--- config.mk ---
export PLATFORM = sky130hd
export DESIGN_NAME = heat_node_array_flat
export DESIGN_NICKNAME = d
export VERILOG_FILES = /design/src/rtl/heat_node_array_if.sv /design/src/rtl/heat_node_array.sv /design/src/flat_wrapper.sv
export SDC_FILE = /design/constraint.sdc
export NUM_CORES = 2
export LEC_CHECK = 0
export ABC_AREA = 1
export CORE_MARGIN = 4
export CORE_UTILIZATION = 40
export CTS_BUF_LIST = sky130_fd_sc_hd__clkbuf_8 sky130_fd_sc_hd__clkbuf_16
export CTS_CLUSTER_SIZE = 16
export DETAILED_ROUTE_END_ITERATION = 6
export HOLD_SLACK_MARGIN = 0.06
export PLACE_DENSITY = 0.57
export SLEW_MARGIN = 20
export SYNTH_ARGS = -nofsm -noshare
export SYNTH_HDL_FRONTEND = slang
export SYNTH_SLANG_ARGS = --single-unit
--- constraint.sdc ---
create_clock -name clk -period 8.7 [get_ports clk]
set_clock_uncertainty 0.1 [all_clocks]
set_input_delay 1.74 -clock clk [delete_from_list [all_inputs] [get_ports clk]]
set_output_delay 1.74 -clock clk [all_outputs]
set_load 0.1 [all_outputs]
--- src/rtl/heat_node_array_if.sv ---
// Command/data bundle for heat_node_array: host-side command handshake,
// packed neighbour inputs and packed node/status outputs.
interface heat_node_array_if #(
    parameter int W   = 32,
    parameter int NCH = 4
);
    localparam int CW = (NCH > 1) ? $clog2(NCH) : 1;

    logic              cmd_valid;
    logic              cmd_ready;
    logic [2:0]        command;
    logic [CW-1:0]     ch_sel;
    logic [W-1:0]      set_val;
    logic [NCH*W-1:0]  left_val;
    logic [NCH*W-1:0]  right_val;
    logic [NCH*W-1:0]  nodeval;
    logic              busy;
    logic              done;
    logic              sat_flag;

    modport master (
        output cmd_valid, command, ch_sel, set_val, left_val, right_val,
        input  cmd_ready, nodeval, busy, done, sat_flag
    );

    modport slave (
        input  cmd_valid, command, ch_sel, set_val, left_val, right_val,
        output cmd_ready, nodeval, busy, done, sat_flag
    );
endinterface

--- src/rtl/heat_node_array.sv ---
// Explicit 1-D heat-equation node array: NCH channels each updated as
// v += coef * (L - 2v + R) in signed fixed point, one channel per 3 cycles.
module heat_node_array #(
    parameter int W    = 32,
    parameter int FRAC = 16,
    parameter int NCH  = 4
) (
    input  logic             clk,
    input  logic             rst_n,
    heat_node_array_if.slave bus
);
    localparam int CW = (NCH > 1) ? $clog2(NCH) : 1;
    localparam int PW = 2 * W + 2;

    typedef enum logic [1:0] {IDLE, LAP, MUL, WB} state_t;

    state_t                state;
    logic signed [W-1:0]   value  [NCH];
    logic signed [W-1:0]   coef   [NCH];
    logic signed [W-1:0]   snap_l [NCH];
    logic signed [W-1:0]   snap_r [NCH];
    logic [NCH-1:0]        lock;
    logic [CW-1:0]         idx;
    logic signed [W+1:0]   lap;
    logic signed [PW-1:0]  prod;
    logic                  busy;
    logic                  done;
    logic                  sat_flag;

    logic                  ready;
    logic                  sel_ok;
    logic signed [W-1:0]   cur_v;
    logic signed [W-1:0]   cur_c;
    logic signed [W+1:0]   lap_next;
    logic signed [PW-1:0]  prod_full;
    logic signed [PW:0]    sum;
    logic                  ovf;
    logic signed [W-1:0]   wb_val;

    assign ready         = !busy;
    assign bus.cmd_ready = ready;
    assign bus.busy      = busy;
    assign bus.done      = done;
    assign bus.sat_flag  = sat_flag;

    always_comb begin
        bus.nodeval = '0;
        for (int unsigned i = 0; i < NCH; i++) begin
            bus.nodeval[i*W +: W] = value[i];
        end
    end

    always_comb begin
        sel_ok    = (32'(bus.ch_sel) < NCH);
        cur_v     = value[idx];
        cur_c     = coef[idx];
        lap_next  = (W+2)'(snap_l[idx]) - ((W+2)'(cur_v) <<< 1) + (W+2)'(snap_r[idx]);
        prod_full = PW'(cur_c) * PW'(lap);
        sum       = (PW+1)'(cur_v) + (PW+1)'(prod);
        // Representable only when every bit from the W-bit sign position up agrees.
        ovf       = !((&sum[PW:W-1]) || !(|sum[PW:W-1]));
        wb_val    = ovf ? (sum[PW] ? {1'b1, {(W-1){1'b0}}} : {1'b0, {(W-1){1'b1}}})
                        : sum[W-1:0];
    end

    always_ff @(posedge clk or negedge rst_n) begin
        if (!rst_n) begin
            state    <= IDLE;
            lock     <= '0;
            idx      <= '0;
            lap      <= '0;
            prod     <= '0;
            busy     <= 1'b0;
            done     <= 1'b0;
            sat_flag <= 1'b0;
            for (int unsigned i = 0; i < NCH; i++) begin
                value[i]  <= '0;
                coef[i]   <= '0;
                snap_l[i] <= '0;
                snap_r[i] <= '0;
            end
        end else begin
            done <= 1'b0;
            case (state)
                IDLE: begin
                    if (bus.cmd_valid && ready) begin
                        case (bus.command)
                            3'd1: if (sel_ok) value[bus.ch_sel] <= bus.set_val;
                            3'd2: if (sel_ok) coef[bus.ch_sel]  <= bus.set_val;
                            3'd3: begin
                                for (int unsigned i = 0; i < NCH; i++) begin
                                    snap_l[i] <= bus.left_val[i*W +: W];
                                    snap_r[i] <= bus.right_val[i*W +: W];
                                end
                                idx   <= '0;
                                busy  <= 1'b1;
                                state <= LAP;
                            end
                            3'd4: if (sel_ok) lock[bus.ch_sel] <= 1'b1;
                            3'd5: if (sel_ok) lock[bus.ch_sel] <= 1'b0;
                            3'd6: sat_flag <= 1'b0;
                            default: ;
                        endcase
                    end
                end
                LAP: begin
                    lap   <= lap_next;
                    state <= MUL;
                end
                MUL: begin
                    prod  <= prod_full >>> FRAC;
                    state <= WB;
                end
                WB: begin
                    if (!lock[idx]) begin
                        value[idx] <= wb_val;
                        if (ovf) sat_flag <= 1'b1;
                    end
                    if (32'(idx) == NCH - 1) begin
                        busy  <= 1'b0;
                        done  <= 1'b1;
                        state <= IDLE;
                    end else begin
                        idx   <= idx + 1'b1;
                        state <= LAP;
                    end
                end
                default: state <= IDLE;
            endcase
        end
    end
endmodule
--- src/flat_wrapper.sv ---
// flat-port wrapper written by rule: the top's interface ports become plain ports
module heat_node_array_flat 
#(
    parameter int W    = 32,
    parameter int FRAC = 16,
    parameter int NCH  = 4
)
  (clk, rst_n, bus_cmd_valid, bus_command, bus_ch_sel, bus_set_val, bus_left_val, bus_right_val, bus_cmd_ready, bus_nodeval, bus_busy, bus_done, bus_sat_flag);
  heat_node_array_if #(.W(W), .NCH(NCH)) bus_i ();
  input  logic clk;
  input  logic rst_n;
  input wire logic [$bits(bus_i.cmd_valid)-1:0] bus_cmd_valid;
  input wire logic [$bits(bus_i.command)-1:0] bus_command;
  input wire logic [$bits(bus_i.ch_sel)-1:0] bus_ch_sel;
  input wire logic [$bits(bus_i.set_val)-1:0] bus_set_val;
  input wire logic [$bits(bus_i.left_val)-1:0] bus_left_val;
  input wire logic [$bits(bus_i.right_val)-1:0] bus_right_val;
  output wire logic [$bits(bus_i.cmd_ready)-1:0] bus_cmd_ready;
  output wire logic [$bits(bus_i.nodeval)-1:0] bus_nodeval;
  output wire logic [$bits(bus_i.busy)-1:0] bus_busy;
  output wire logic [$bits(bus_i.done)-1:0] bus_done;
  output wire logic [$bits(bus_i.sat_flag)-1:0] bus_sat_flag;
  assign bus_i.cmd_valid = bus_cmd_valid;
  assign bus_i.command = bus_command;
  assign bus_i.ch_sel = bus_ch_sel;
  assign bus_i.set_val = bus_set_val;
  assign bus_i.left_val = bus_left_val;
  assign bus_i.right_val = bus_right_val;
  assign bus_cmd_ready = bus_i.cmd_ready;
  assign bus_nodeval = bus_i.nodeval;
  assign bus_busy = bus_i.busy;
  assign bus_done = bus_i.done;
  assign bus_sat_flag = bus_i.sat_flag;
  heat_node_array #(.W(W), .FRAC(FRAC), .NCH(NCH)) u_core (.clk(clk), .rst_n(rst_n), .bus(bus_i));
endmodule
==> results.sh <==
export IMPL_worst_pin_slew_ns=1.20
export IMPL_vias_per_cell=5.37
export IMPL_syn_area_um2=73100
export IMPL_drtAntennaViolNets=0
export IMPL_io_pins=428
export IMPL_wl_met2_um=138000
export IMPL_cts_buffer_depth=3
export IMPL_synthFlopType="dfrtp_1"
export IMPL_grt_overflow=0
export IMPL_routabilityCongestion=1.00
export IMPL_cp_arrival_ns=8.93
export IMPL_cts_buffers_inserted=70
export IMPL_cp_slowest_cell="fa_1"
export IMPL_ys_types=51
export IMPL_wl_met3_um=24500
export IMPL_cp_required_ns=9.12
export IMPL_slowest_delay_ns=0.58
export IMPL_dr_pass1_iters=7
export IMPL_wl_met1_um=123000
export IMPL_path_max_fanout=33
export IMPL_routed_via_count=66300
export IMPL_rows=156
export IMPL_rsz0062_at_grt="true"
export IMPL_status="complete, but fails checks"
export IMPL_cp_top_family="adder cells"
export IMPL_multi_input_area_um2=50200
export IMPL_die_w_um=436
export IMPL_finalHoldViolCount=0
export IMPL_syn_nets=11100
export IMPL_drt_iter0_drc=6181
export IMPL_area_growth_pct=16.6
export IMPL_clk_pin_slew_ns=0.06
export IMPL_grt_pass1_wl_um=451000
export IMPL_failed_checks="DRC"
export IMPL_cts_root_buffer="clkbuf_16"
export IMPL_avgRoutedWirePerCell_um=24.5
export IMPL_cts_sinks=607
export IMPL_top_layer="met5"
export IMPL_design_area_um2=85200
export IMPL_area_sequential_um2=15200
export IMPL_max_clock_freq_mhz=118
export IMPL_slew_violations=0
export IMPL_h_tree_depth=3
export IMPL_hold_buffers=0
export IMPL_relSlewSlack_pct=19.6
export IMPL_clock_latency_ns=0.67
export IMPL_yosysWarnings=0
export IMPL_place_area_um2=82600
export IMPL_grt_max_degree=181
export IMPL_die_h_um=436
export IMPL_start_util_pct=40.3
export IMPL_cts_tree="done"
export IMPL_async_flop_share_pct=100
export IMPL_rr_startpoint="u_core.idx[0]"
export IMPL_hp_class="reg -> reg"
export IMPL_crit_path_end_kind="flop"
export IMPL_core_area_um2=181000
export IMPL_critPathKind="reg -> reg"
export IMPL_period_minus_slack_ns=8.51
export IMPL_grt_pass1_vias=68400
export IMPL_routed_wl_um=303000
export IMPL_avgSynthCellArea_um2=7.79
export IMPL_finalSetupViolCount=0
export IMPL_synth_seq_cells=607
export IMPL_start_kind="flop"
export IMPL_fill_cells=17900
export IMPL_die_area_um2=190000
export IMPL_io_buffers=427
export IMPL_drive_above_1_share_pct=8.34
export IMPL_fin_crit_sh_pct=97.8
export IMPL_synth_cells=9388
export IMPL_dpl_hpwl_um=243000
export IMPL_antenna_found_initial=35
export IMPL_cp_common_cell="fa_1"
export IMPL_worst_path_buf_inv=5
export IMPL_ys_seq_area_share_pct=20.8
export IMPL_maxCapViolCount=0
export IMPL_drc=16
export IMPL_grt_total_usage_pct=31.8
export IMPL_hold_path_startpoint="u_core.snap_r[32]"
export IMPL_synth_edff_count=0
export IMPL_crit_path_start="u_core.idx[0]"
export IMPL_fin_nets=11700
## cell usage in the layout, fill, tap and decap left out, types with 8 or more instances in the layout
| cell | count |
|---|---|
| inv_1 | 1638 |
| clkdlybuf4s50_1 | 402 |
| a31oi_1 | 25 |
| a21oi_1 | 497 |
| o21ai_0 | 336 |
| nor3_1 | 33 |
| nand4_1 | 46 |
| buf_12 | 40 |
| clkbuf_16 | 70 |
| xnor2_1 | 54 |
| o21bai_1 | 13 |
| clkinv_2 | 8 |
| nand2_1 | 2623 |
| or2_2 | 149 |
| dfrtp_1 | 605 |
| diode_2 | 15 |
| ha_1 | 274 |
| xor2_1 | 26 |
| clkinvlp_4 | 10 |
| a32o_1 | 62 |
| o21a_1 | 14 |
| o22ai_1 | 35 |
| clkinv_1 | 22 |
| clkbuf_8 | 18 |
| nand3_1 | 308 |
| buf_4 | 432 |
| nand3b_1 | 13 |
| nand2_2 | 23 |
| a21oi_2 | 9 |
| inv_2 | 10 |
| nor4_1 | 8 |
| nor2_1 | 885 |
| fa_1 | 1174 |
## tightest hold or removal path, stage by stage, from the launching register on
cell and delay (ns):
dfrtp_1 0.34, nand2_1 0.05, nand2_1 0.05
## worst paths after layout
| path | endpoint | slack (ns) | cells past startpoint |
|---|---|---|---|
| min in group asynchronous | u_core.snap_l[19] | 0.98 | 1 |
| max | u_core.prod[29] | 0.19 | 28 |
| min | u_core.snap_r[32] | 0.37 | 2 |
| max reg2reg | u_core.prod[29] | 0.19 | 28 |
| max in group asynchronous | u_core.coef[104] | 5.83 | 2 |
| min reg2reg | u_core.snap_r[32] | 0.37 | 2 |
## through the flow
step	utilization [%]	setup TNS (ns)	instances	hold slack, ns	setup WS (ns)
2_1_floorplan	-	0	9388	0.337	0.537
3_3_place_gp	45.6	-0.467	12200	0.355	-0.290
3_5_place_dp	45.6	-0.246	12200	0.355	-0.214
4_1_cts	46.9	0	12300	0.369	0.0174
5_1_grt	47.0	-0.0606	12300	0.386	-0.0285
6_report	47.0	0	12400	0.367	0.191
## area by class of cell
class,count,area share [%]
Multi-Input combinational cell,6687,58.9
Clock buffer,88,2.35
Inverter,1663,7.39
Clock inverter,38,0.418
Tap cell,2370,3.48
Antenna cell,15,0.0440
Sequential cell,607,17.8
Timing Repair Buffer,884,9.59
## registers in the layout, summed over array words and instances, names as in the netlist, named ones only
name                 flops
u_core.bus.sat_flag      1
u_core.snap_l          128
u_core.bus.busy          1
u_core.idx               2
u_core.prod             50
u_core.state             2
u_core.coef            128
u_core.bus.done          1
u_core.lap              34
u_core.snap_r          128
u_core.bus.nodeval     128
## cell usage after synthesis, drive strengths merged, types with 6 or more instances
cell    count  area share, %
a21boi      6          0.062
a21oi     510            3.5
a31oi      26           0.22
a32o       62           0.85
buf        54           0.38
clkbuf    377            1.9
clkinv     21           0.11
dfrtp     607             21
fa       1174             32
ha        275            4.7
inv      1642            8.4
nand2    2646             14
nand3     313            2.2
nand3b     13           0.13
nand4      46           0.39
nor2      895            4.6
nor3       38           0.29
nor4        9          0.077
o21a       14           0.14
o21ai     343            2.3
o21bai     13           0.13
o22ai      36           0.31
or2       149            1.3
xnor2      57           0.68
xor2       27           0.32
## per-layer routing
metal	vias up	track usage (%)
li1	29400	-
met1	33300	42.1
met2	2960	50.6
met3	675	5.95
met4	8	15.2
met5	-	0
## cells by family after synthesis
kind of cell,share of synthesized area (%)
AOI/OAI and AO/OA,7.87
xor gates and xnor gates,1.01
adders and majority gates,36.8
buffers and inverters,10.9
DFF,20.8
and+or+nand+nor,22.6
## repair_timing
item | in CTS | in global routing
setup buffers | 0 | 4
resized for setup | 8 | 56
endpoints found under the setup margin | 8 | 42
pin swaps | 1 | 4
Power is not shown: default switching activity piles up to over one toggle a cycle in this logic, so the estimate is an artifact.
